## src/rtl/wb_fir_bridge.sv

```systemverilog
// -----------------------------------------------------------------------------
// wb_fir_bridge
//
// Wishbone slave for the 0x3000_xxxx user-project window. It turns CPU
// accesses into FIR engine transfers:
//   offset 0x000-0x07F : AXI-Lite read/write (configuration and tap registers)
//   offset 0x080 write : AXI-Stream push of one X sample (ss_*)
//   offset 0x084 read  : AXI-Stream pop of one Y sample (sm_*)
//   anything else      : unmapped, acked at once (read data 0, write dropped)
// ss_tlast is generated from a shadow copy of the data-length register
// (Lite offset 0x010) and a push counter cleared by ap_start (0x000 bit 0).
// Any handshake that stalls for TIMEOUT cycles is aborted and acked, with
// ERR_DATA returned for reads.
//
// Ports
//   wb_clk_i, wb_rst_i        clock, asynchronous active-high reset
//   wbs_*                     Wishbone slave (ack/dat registered, dat 0 when
//                             ack is low; sel is ignored)
//   aw*/w*/ar*/r*             AXI-Lite master channels (no B channel)
//   ss_*                      AXI-Stream master towards the FIR (X samples)
//   sm_*                      AXI-Stream slave from the FIR (Y samples)
// -----------------------------------------------------------------------------
module wb_fir_bridge #(
   parameter int          TIMEOUT  = 255,
   parameter logic [31:0] ERR_DATA = 32'hFFFF_FFFF
) (
   input  logic        wb_clk_i,
   input  logic        wb_rst_i,
   input  logic        wbs_stb_i,
   input  logic        wbs_cyc_i,
   input  logic        wbs_we_i,
   input  logic [3:0]  wbs_sel_i,
   input  logic [31:0] wbs_adr_i,
   input  logic [31:0] wbs_dat_i,
   output logic        wbs_ack_o,
   output logic [31:0] wbs_dat_o,
   output logic [11:0] awaddr,
   output logic        awvalid,
   input  logic        awready,
   output logic [31:0] wdata,
   output logic        wvalid,
   input  logic        wready,
   output logic [11:0] araddr,
   output logic        arvalid,
   input  logic        arready,
   input  logic [31:0] rdata,
   input  logic        rvalid,
   output logic        rready,
   output logic [31:0] ss_tdata,
   output logic        ss_tvalid,
   output logic        ss_tlast,
   input  logic        ss_tready,
   input  logic [31:0] sm_tdata,
   input  logic        sm_tvalid,
   input  logic        sm_tlast,
   output logic        sm_tready
);

   // Wide enough to count up to TIMEOUT-1, the last value before abort.
   localparam int CW = (TIMEOUT > 2) ? $clog2(TIMEOUT) : 1;

   typedef enum logic [2:0] {
      IDLE,
      LW,
      LR_A,
      LR_D,
      SPUSH,
      SPOP,
      ACK
   } state_t;

   state_t        state_q, state_d;
   logic          awvalid_q, awvalid_d;
   logic          wvalid_q, wvalid_d;
   logic          arvalid_q, arvalid_d;
   logic          rready_q, rready_d;
   logic          ssTvalid_q, ssTvalid_d;
   logic          smTready_q, smTready_d;
   logic          awDone_q, awDone_d;
   logic          wDone_q, wDone_d;
   logic [11:0]   awaddr_q, awaddr_d;
   logic [11:0]   araddr_q, araddr_d;
   logic [31:0]   wdata_q, wdata_d;
   logic [31:0]   ssTdata_q, ssTdata_d;
   logic          ack_q, ack_d;
   logic [31:0]   dat_q, dat_d;
   logic [CW-1:0] waitCnt_q, waitCnt_d;
   logic [31:0]   len_q, len_d;
   logic [31:0]   pushCnt_q, pushCnt_d;

   logic [11:0] offset;
   logic        req, isLite, isPush, isPop;
   logic        awHs, wHs, arHs, rHs, pushHs, popHs, timeUp;
   logic        unusedInputs;

   assign unusedInputs = ^{wbs_sel_i, wbs_adr_i[23:12], sm_tlast};

   assign offset = wbs_adr_i[11:0];
   assign req    = wbs_stb_i & wbs_cyc_i & (wbs_adr_i[31:24] == 8'h30);
   assign isLite = (offset < 12'h080);
   assign isPush = (offset == 12'h080) & wbs_we_i;
   assign isPop  = (offset == 12'h084) & ~wbs_we_i;

   // Handshakes are judged from the registered valids/readies, so each one
   // completes on the edge where both sides are seen high.
   assign awHs   = awvalid_q & awready;
   assign wHs    = wvalid_q & wready;
   assign arHs   = arvalid_q & arready;
   assign rHs    = rready_q & rvalid;
   assign pushHs = ssTvalid_q & ss_tready;
   assign popHs  = smTready_q & sm_tvalid;
   assign timeUp = (waitCnt_q == CW'(TIMEOUT - 1));

   assign wbs_ack_o = ack_q;
   assign wbs_dat_o = dat_q;
   assign awaddr    = awaddr_q;
   assign awvalid   = awvalid_q;
   assign wdata     = wdata_q;
   assign wvalid    = wvalid_q;
   assign araddr    = araddr_q;
   assign arvalid   = arvalid_q;
   assign rready    = rready_q;
   assign ss_tdata  = ssTdata_q;
   assign ss_tvalid = ssTvalid_q;
   assign sm_tready = smTready_q;
   assign ss_tlast  = (len_q != 32'd0) & (pushCnt_q == (len_q - 32'd1));

   // Next-state logic for the transaction FSM. Every path into ACK sets
   // ack_d together with the read data, so ack and data rise on the same edge;
   // ACK itself clears both on the way back to IDLE.
   always_comb begin
      state_d    = state_q;
      awvalid_d  = awvalid_q;
      wvalid_d   = wvalid_q;
      arvalid_d  = arvalid_q;
      rready_d   = rready_q;
      ssTvalid_d = ssTvalid_q;
      smTready_d = smTready_q;
      awDone_d   = awDone_q;
      wDone_d    = wDone_q;
      awaddr_d   = awaddr_q;
      araddr_d   = araddr_q;
      wdata_d    = wdata_q;
      ssTdata_d  = ssTdata_q;
      ack_d      = 1'b0;
      dat_d      = dat_q;
      waitCnt_d  = waitCnt_q;

      unique case (state_q)
         IDLE: begin
            if (req) begin
               waitCnt_d = '0;
               if (isLite && wbs_we_i) begin
                  state_d   = LW;
                  awvalid_d = 1'b1;
                  wvalid_d  = 1'b1;
                  awDone_d  = 1'b0;
                  wDone_d   = 1'b0;
                  awaddr_d  = offset;
                  wdata_d   = wbs_dat_i;
               end else if (isLite) begin
                  state_d   = LR_A;
                  arvalid_d = 1'b1;
                  araddr_d  = offset;
               end else if (isPush) begin
                  state_d    = SPUSH;
                  ssTvalid_d = 1'b1;
                  ssTdata_d  = wbs_dat_i;
               end else if (isPop) begin
                  state_d    = SPOP;
                  smTready_d = 1'b1;
               end else begin
                  state_d = ACK;
                  ack_d   = 1'b1;
                  dat_d   = 32'd0;
               end
            end
         end

         LW: begin
            awDone_d = awDone_q | awHs;
            wDone_d  = wDone_q | wHs;
            if (awHs) awvalid_d = 1'b0;
            if (wHs)  wvalid_d  = 1'b0;
            if ((awDone_q | awHs) && (wDone_q | wHs)) begin
               state_d = ACK;
               ack_d   = 1'b1;
               dat_d   = 32'd0;
            end else if (timeUp) begin
               awvalid_d = 1'b0;
               wvalid_d  = 1'b0;
               state_d   = ACK;
               ack_d     = 1'b1;
               dat_d     = 32'd0;
            end else begin
               waitCnt_d = waitCnt_q + CW'(1);
            end
         end

         LR_A: begin
            if (arHs) begin
               arvalid_d = 1'b0;
               rready_d  = 1'b1;
               waitCnt_d = '0;
               state_d   = LR_D;
            end else if (timeUp) begin
               arvalid_d = 1'b0;
               state_d   = ACK;
               ack_d     = 1'b1;
               dat_d     = ERR_DATA;
            end else begin
               waitCnt_d = waitCnt_q + CW'(1);
            end
         end

         LR_D: begin
            if (rHs) begin
               rready_d = 1'b0;
               state_d  = ACK;
               ack_d    = 1'b1;
               dat_d    = rdata;
            end else if (timeUp) begin
               rready_d = 1'b0;
               state_d  = ACK;
               ack_d    = 1'b1;
               dat_d    = ERR_DATA;
            end else begin
               waitCnt_d = waitCnt_q + CW'(1);
            end
         end

         SPUSH: begin
            if (pushHs || timeUp) begin
               ssTvalid_d = 1'b0;
               state_d    = ACK;
               ack_d      = 1'b1;
               dat_d      = 32'd0;
            end else begin
               waitCnt_d = waitCnt_q + CW'(1);
            end
         end

         SPOP: begin
            if (popHs) begin
               smTready_d = 1'b0;
               state_d    = ACK;
               ack_d      = 1'b1;
               dat_d      = sm_tdata;
            end else if (timeUp) begin
               smTready_d = 1'b0;
               state_d    = ACK;
               ack_d      = 1'b1;
               dat_d      = ERR_DATA;
            end else begin
               waitCnt_d = waitCnt_q + CW'(1);
            end
         end

         ACK: begin
            state_d = IDLE;
            dat_d   = 32'd0;
         end

         default: begin
            state_d = IDLE;
         end
      endcase
   end

   // Shadow length and push counter. Both follow the W handshake of the
   // Lite write, using the registered address/data of that transaction. An
   // aborted push never handshakes, so the counter only moves on real pushes.
   always_comb begin
      len_d     = len_q;
      pushCnt_d = pushCnt_q;
      if (wHs && (awaddr_q == 12'h010)) begin
         len_d = wdata_q;
      end
      if (wHs && (awaddr_q == 12'h000) && wdata_q[0]) begin
         pushCnt_d = 32'd0;
      end else if (pushHs) begin
         pushCnt_d = ss_tlast ? 32'd0 : (pushCnt_q + 32'd1);
      end
   end

   // State and output registers; reset drops every output at once, which
   // also abandons any transaction in flight without an acknowledge.
   always_ff @(posedge wb_clk_i or posedge wb_rst_i) begin
      if (wb_rst_i) begin
         state_q    <= IDLE;
         awvalid_q  <= 1'b0;
         wvalid_q   <= 1'b0;
         arvalid_q  <= 1'b0;
         rready_q   <= 1'b0;
         ssTvalid_q <= 1'b0;
         smTready_q <= 1'b0;
         awDone_q   <= 1'b0;
         wDone_q    <= 1'b0;
         awaddr_q   <= 12'd0;
         araddr_q   <= 12'd0;
         wdata_q    <= 32'd0;
         ssTdata_q  <= 32'd0;
         ack_q      <= 1'b0;
         dat_q      <= 32'd0;
         waitCnt_q  <= '0;
         len_q      <= 32'd0;
         pushCnt_q  <= 32'd0;
      end else begin
         state_q    <= state_d;
         awvalid_q  <= awvalid_d;
         wvalid_q   <= wvalid_d;
         arvalid_q  <= arvalid_d;
         rready_q   <= rready_d;
         ssTvalid_q <= ssTvalid_d;
         smTready_q <= smTready_d;
         awDone_q   <= awDone_d;
         wDone_q    <= wDone_d;
         awaddr_q   <= awaddr_d;
         araddr_q   <= araddr_d;
         wdata_q    <= wdata_d;
         ssTdata_q  <= ssTdata_d;
         ack_q      <= ack_d;
         dat_q      <= dat_d;
         waitCnt_q  <= waitCnt_d;
         len_q      <= len_d;
         pushCnt_q  <= pushCnt_d;
      end
   end

endmodule

```

## config.mk

```make
export PLATFORM = sky130hd
export DESIGN_NAME = wb_fir_bridge
export DESIGN_NICKNAME = d
export VERILOG_FILES = /design/src/rtl/wb_fir_bridge.sv
export SDC_FILE = /design/constraint.sdc
export NUM_CORES = 1
export LEC_CHECK = 0
export CAP_MARGIN = 0
export CORE_ASPECT_RATIO = 0.8
export CORE_MARGIN = 1
export CORE_UTILIZATION = 25
export CTS_BUF_LIST = sky130_fd_sc_hd__clkbuf_16
export CTS_CLUSTER_SIZE = 14
export DETAILED_ROUTE_END_ITERATION = 7
export SLEW_MARGIN = 20
export SYNTH_ARGS = -nofsm -noshare
export SYNTH_HDL_FRONTEND = slang
export SYNTH_SLANG_ARGS = --single-unit
```

## constraint.sdc

```tcl
create_clock -name wb_clk_i -period 9.6 [get_ports wb_clk_i]
set_clock_uncertainty 0.2 [all_clocks]
set_input_delay 1.92 -clock wb_clk_i [delete_from_list [all_inputs] [get_ports wb_clk_i]]
set_output_delay 1.92 -clock wb_clk_i [all_outputs]
set_load 0.02 [all_outputs]
```

### Word-level counts from Yosys, hierarchy flattened

Index checks and enable logic that the tools add are counted.

* flip-flop bits (word level): 204
* input port bits: 144
* output and inout port bits: 128
* word-level logic and storage cells: 182

* add/sub/neg operators: 3
* magnitude comparators: 1
* equality and inequality tests: 32
* mux-type cells: 84
* bitwise operators: 16
* reductions and logical operators: 28

Operators by type and width (number)
* 32-bit 2-to-1 mux: 15
* 32-bit one-hot mux with 7 select lines: 1
* 8-bit 2-to-1 mux: 7
* 8-bit one-hot mux with 6 select lines: 1
* 1-bit 2-to-1 mux: 39
* 32-bit by 1-bit adder with 32-bit output, second input constant: 1
* 32-bit equality test: 1
* 2-bit inequality test, second input constant: 16
* 32-bit nonzero test: 1
* 32-bit by 1-bit subtractor with 32-bit output, second input constant: 1
* 3-bit 2-to-1 mux: 9
* 12-bit by 8-bit equality test with 1-bit output, second input constant: 2
* 3-bit one-hot mux with 6 select lines: 1
* 1-bit one-hot mux with 2 select lines: 8
* 12-bit by 5-bit equality test with 1-bit output, second input constant: 1
* 12-bit zero test: 1
* 12-bit by 8-bit < comparator with 1-bit output, second input constant: 1
* 3-bit inequality test, second input constant: 4
* 6-bit AND reduction: 2
* 2-bit nonzero test: 6
* 1-bit bitwise AND: 11
* 5-bit AND reduction: 2
* 3-bit equality test, second input constant: 3
* 3-bit AND reduction: 3
* 18 further kinds: 27

### Depth between registers and ports, before layout

* depth in word-level cells: 8
* mapped depth: 15
* mapped depth without buffers: 11

### Least setup slack after synthesis

OpenSTA, ideal clock, no wires.

* path type: reg2out
* start point: reg len_q[0]
* end point: out ss_tlast
* arrival: 2.930 ns
* data required time: 7.480 ns
* path slack: 4.550 ns
* stages on the path, launching flop included: 12
* path buffers: 2
* path through: dfrtp_1 > clkbuf_1 > inv_1 > ha_1 > clkbuf_1 > nor4b_1 > and3_1 > a31oi_1 > or4_1 > nor4_4 > and3_2 > and2_1

* cells in the longest elaborated chain, start to end: 3
* elaborated cells on any way between the ends: 4
* those cells by class: add/sub: 1; eq/ne: 1; bitwise: 1; reduce/logical: 1

RTL lines
* start, declared: line 88 `logic [31:0] len_q, len_d;`
* start signal, assigned: line 325 `len_q <= len_d;`
* 32-bit by 1-bit subtractor with 32-bit output: line 126 `assign ss_tlast = (len_q != 32'd0) & (pushCnt_q == (len_q - 32'd1));`
* 32-bit equality test: line 126
* 1-bit bitwise AND (*): line 126
* end, declared: line 51 `output logic ss_tlast,`

Mark *: on every way between the ends. The rest lies on a longest branch, timed or not.

### Worst setup path after layout

Ends and elaborated chain as after synthesis.

==> run summary <==
The final core utilization is 34.9%. The transition at the pin with the smallest max-transition slack came out at approximately 1.1 ns. Of all flip-flops after synthesis, the portion carrying an async set or reset was between 90% and 100%.

After Yosys synthesis, and, or, nand and nor cells account for 16.4% of the synthesized area. In this run the mean area of a mapped cell was around 10 µm². The count of filler cells inserted in the layout came out at 4230. The residual overflow from global routing is 0. Buffers inserted during clock tree synthesis total 26. The overall via count from detail_route came out at 9182.

The final estimated routing congestion in global placement is about 0.86. Leaving out fill and tap cells, the most frequent cell in the layout is sky130_fd_sc_hd__clkdlybuf4s50_1. The clock transition time at the flip-flop clock pins of the worst setup and hold paths is 0.06 ns.

The startpoint type of the worst setup path is a flop. The register share of total power is 43.8%. The level count of the clock H-tree is 1. The initial utilization of the core area, before any placement, comes to 25.4%. The compound-cell area share of the yosys netlist is 17.0%. sky130_fd_sc_hd__dfrtp_1 takes more of the synthesized area than any other cell. The initial antenna violation count came out at 1. The post-layout worst setup margin is roughly 2.6 ns. The number of different library cells used by synthesis comes to 71. The required arrival time at the worst endpoint is 7.48 ns. The overall global routing resource usage is between 10% and 20%. Setup repair after global routing left no endpoint under its margin.

The flow ran to the end, and the final reports show no timing, DRC or antenna violations. Of the total synthesized cell area, the portion taken by full adders, half adders and majority gates is less than 1%. The number of sinks handled by clock tree synthesis came out at 204.

The height of the die came out at 187 µm. The signal arrival time at the worst endpoint came out at 4.85 ns. The max-cap violation count is 0. The worst relative slew slack came out at 26.5%.

The cell-internal power is approximately 1500 µW. CTS placed an instance of sky130_fd_sc_hd__clkbuf_16 at the clock tree root. The area enclosed by the die boundary is 43400 µm². Post-CTS timing repair inserted 0 buffers for setup. The worst hold path class is reg -> reg. The core region area came out at 41900 µm². The critical path startpoint is len_q[0]$_DFFE_PP0P_. Entering global routing, the biggest net connects 85 pins.

STA classifies the critical path endpoint as an output port. The number of cells produced by synthesis is 1022. The setup slack after placement came out at approximately 3.2 ns.

The quantity of I/O buffers inserted on ports is about 250. The library cells used most frequently in the layout, excluding fill and tap cells, are sky130_fd_sc_hd__clkdlybuf4s50_1 (254), sky130_fd_sc_hd__dfrtp_1 (204), sky130_fd_sc_hd__mux2_2 (111), sky130_fd_sc_hd__nand2_1 (74), sky130_fd_sc_hd__o21ai_0 (72). The final HPWL from detailed placement came out at about 23 mm. In the finished design, the share of the clock period the worst path needs comes to about 73%. On the critical path the largest part of the delay comes from simple AND/OR/NAND/NOR gates. The synthesis warning total is 0.

The DRC violation count after routing is 0. For this design the total switching power over the nets is 439 µW. The standard cell with the maximum stage delay on the critical path is sky130_fd_sc_hd__nor4b_1. The routed design has roughly 33 mm of wire. The highest ir drop seen on vdd came out at 0.000120 V. The detail route stage leaves a number of antenna-violating nets equal to 0. The synthesized design contains 204 register bits. The count of TritonRoute iterations in the first routing pass came out at 7. The count of buffer and inverter cells on the critical path is 2. The critical path in this run is classified as reg -> out. Power spread over the standard cell area amounts to 134 nW/µm². The fraction of power consumed by the clock network came out at 52.2%. The origin of the worst min-delay path is wbs_dat_o[6]$_DFFE_PP0P_. The portion of synthesized cell area occupied by the leading cell type is 48.0%.

The setup TNS after final layout is 0 ns. By area the synthesized netlist is led by sky130_fd_sc_hd__dfrtp_1 (48%), sky130_fd_sc_hd__mux2_2 (12%), sky130_fd_sc_hd__o21ai_0 (3.4%). The number of global-route vias before repair was 9161. The count of routing violations after the opening detailed-route iteration is 545.

After synthesis, the share of cell area in mux cells is approximately 12%. The net count after synthesis came out at 1170. The post-synth design cell area came out at 10600 µm².

The detail-routed via count per cell is 5.03. The highest cell delay on the worst timing path is 0.82 ns. The first-pass GRT wire length came out at 52.5 mm. The net switching fraction of the power is 22.4%. The average wire per cell in the routed design came out at approximately 18 µm.

The count of hold buffers inserted by post-cts repair is 0. TritonCTS built the clock tree. Pin placement for this block handled 272 I/O pins. By area, the combinational part of the netlist is dominated by compound AO/OA/AOI/OAI gates. Per report_power, the combinational group accounts for 4.0% of the total. The maximum clock frequency is 143 MHz.

The critical path goes through inv_1, ha_1, nor4b_1, and3_1, a31oi_1, or4_1, nor4_4, and3_2, and2_1, clkdlybuf4s50_1. The layout net count came out at 1401. For this run, the leading register cell type out of synthesis is sky130_fd_sc_hd__dfrtp_1. From left edge to right edge, the die measures 233 µm.

The longest clock path from root to sink contains 3 buffers. The signed area change from the synthesized netlist to the final layout came out at 37.4%. The final-report max-slew violation count is 0. The fraction of layout cells with a size suffix above 1 is 15.2%. The number of flops mapped to enable cells by yosys came out at 0. The analysis attributes to cell leakage a power of 0.00636 µW. The minimum hold slack is about 0.28 ns. The total number of placement rows came out at 67.

The maximum fanout along the worst path is 11. The sequential-to-total area share from yosys stat came out at 48.0%. The startpoint of the most critical register-to-register path is len_q[0]$_DFFE_PP0P_.

The number of gates resized after CTS was 0. The final hold violation count was 0. The worst-skew pair later-pin latency is 0.55 ns. Setup violations remaining at the end of the flow were counted as 0.

After Yosys synthesis, XOR and XNOR cells account for 3.46% of the synthesized area. The clock period minus final worst setup slack is 6.97 ns.
cell usage after synthesis, types with 3 or more instances:
cell type,number
sky130_fd_sc_hd__or2_2,4
sky130_fd_sc_hd__a22o_1,13
sky130_fd_sc_hd__o31ai_1,6
sky130_fd_sc_hd__and3_2,3
sky130_fd_sc_hd__nor3b_1,5
sky130_fd_sc_hd__or4_1,10
sky130_fd_sc_hd__nand4_1,14
sky130_fd_sc_hd__nand3_1,28
sky130_fd_sc_hd__ha_1,4
sky130_fd_sc_hd__inv_1,7
sky130_fd_sc_hd__o22ai_1,5
sky130_fd_sc_hd__nand2b_1,9
sky130_fd_sc_hd__a22o_2,4
sky130_fd_sc_hd__mux2_2,111
sky130_fd_sc_hd__a221o_1,24
sky130_fd_sc_hd__mux2i_1,3
sky130_fd_sc_hd__o211ai_1,3
sky130_fd_sc_hd__and2_1,12
sky130_fd_sc_hd__and3_1,26
sky130_fd_sc_hd__nor4b_1,5
sky130_fd_sc_hd__a21oi_1,57
sky130_fd_sc_hd__a31oi_1,26
sky130_fd_sc_hd__dfrtp_1,204
sky130_fd_sc_hd__or3_1,7
sky130_fd_sc_hd__nand2_1,74
sky130_fd_sc_hd__xor2_1,18
sky130_fd_sc_hd__nor4_1,12
sky130_fd_sc_hd__nor2_1,49
sky130_fd_sc_hd__buf_6,3
sky130_fd_sc_hd__o21a_1,3
sky130_fd_sc_hd__xnor2_1,24
sky130_fd_sc_hd__clkbuf_1,54
sky130_fd_sc_hd__nand3b_1,3
sky130_fd_sc_hd__nor3_1,25
sky130_fd_sc_hd__a311oi_1,3
sky130_fd_sc_hd__o21ai_0,72
sky130_fd_sc_hd__a22oi_1,8
sky130_fd_sc_hd__nor2b_1,21
sky130_fd_sc_hd__buf_1,3
sky130_fd_sc_hd__a32oi_1,3
sky130_fd_sc_hd__a221oi_1,17
layer usage:
metal	GRT usage [%]	wire (µm)
met1	21.7	15800
met2	22.3	14200
met3	3.59	2040
met4	4.30	911
met5	0	0
sequential cells by signal, summed over array words and instances, names as in the netlist, 3 cells and up:
signal and count:
araddr 12, wbs_dat_o 32, ss_tdata 32, len_q 32, waitCnt_q 8, awaddr 12, state_q 3, wdata 32
pushCnt_q 32
cell type report:
| cell class | instances | area [µm²] | share of cell area (%) |
|---|---|---|---|
| Antenna cell | 1 | 2.50 | 0.0171 |
| Clock buffer | 27 | 676 | 4.62 |
| Clock inverter | 21 | 211 | 1.45 |
| Inverter | 7 | 33.8 | 0.231 |
| Multi-Input combinational cell | 749 | 5280 | 36.1 |
| Sequential cell | 204 | 5100 | 34.9 |
| Tap cell | 552 | 691 | 4.72 |
| Timing Repair Buffer | 265 | 2630 | 18.0 |
kinds of logic (layout without fill, tap and decap cells):
kind of cell | after synthesis | count (layout)
compound gates | 268 | 268
xor+xnor | 42 | 42
fa+ha+maj | 4 | 4
buf+inv | 69 | 320
flops | 204 | 204
mux | 114 | 114
other cells | 0 | 1
simple gates | 321 | 321
worst register-to-register path, delay by kind of cell (launching register included):
family                   cells  cell delay [ns]
AND/OR/NAND/NOR              6             2.58
AO/OA/AOI/OAI                3             1.32
flip-flops                   1             0.47
adder cells (fa/ha/maj)      1             0.30
buffers and inverters        1             0.09
final timing paths:
kind / end / slack [ns] / cells past startpoint
max in group asynchronous: ss_tdata[8]$_DFFE_PP0P_ / 6.25 / 3
worst max register to register: pushCnt_q[14]$_DFFE_PP0P_ / 4.54 / 11
min in group asynchronous: araddr[7]$_DFFE_PP0P_ / 1.65 / 2
worst max-delay path: ss_tlast / 2.63 / 10
worst min register to register: wbs_dat_o[6]$_DFFE_PP0P_ / 0.28 / 2
worst min-delay path: wbs_dat_o[6]$_DFFE_PP0P_ / 0.28 / 2
power by group through the flow:
stage	Clock, µW	Sequential, µW	Combinational (µW)
after floorplan	0	876	14.5
after global placement	0	876	79.6
after detailed placement	0	876	80.7
after CTS	1060	860	81.1
after global routing	1090	859	87.0
final	1020	860	79.1
metrics by stage:
step           cell area [µm²]  std cells  total power (µW)
4_1_cts                  14600       1825              2000
3_5_place_dp             13700       1777               956
5_1_grt                  14600       1826              2040
6_report                 14600       1826              1960
3_3_place_gp             13700       1777               955
2_1_floorplan            10600       1022               890
No activity file was read; power rests on OpenSTA's default activity.
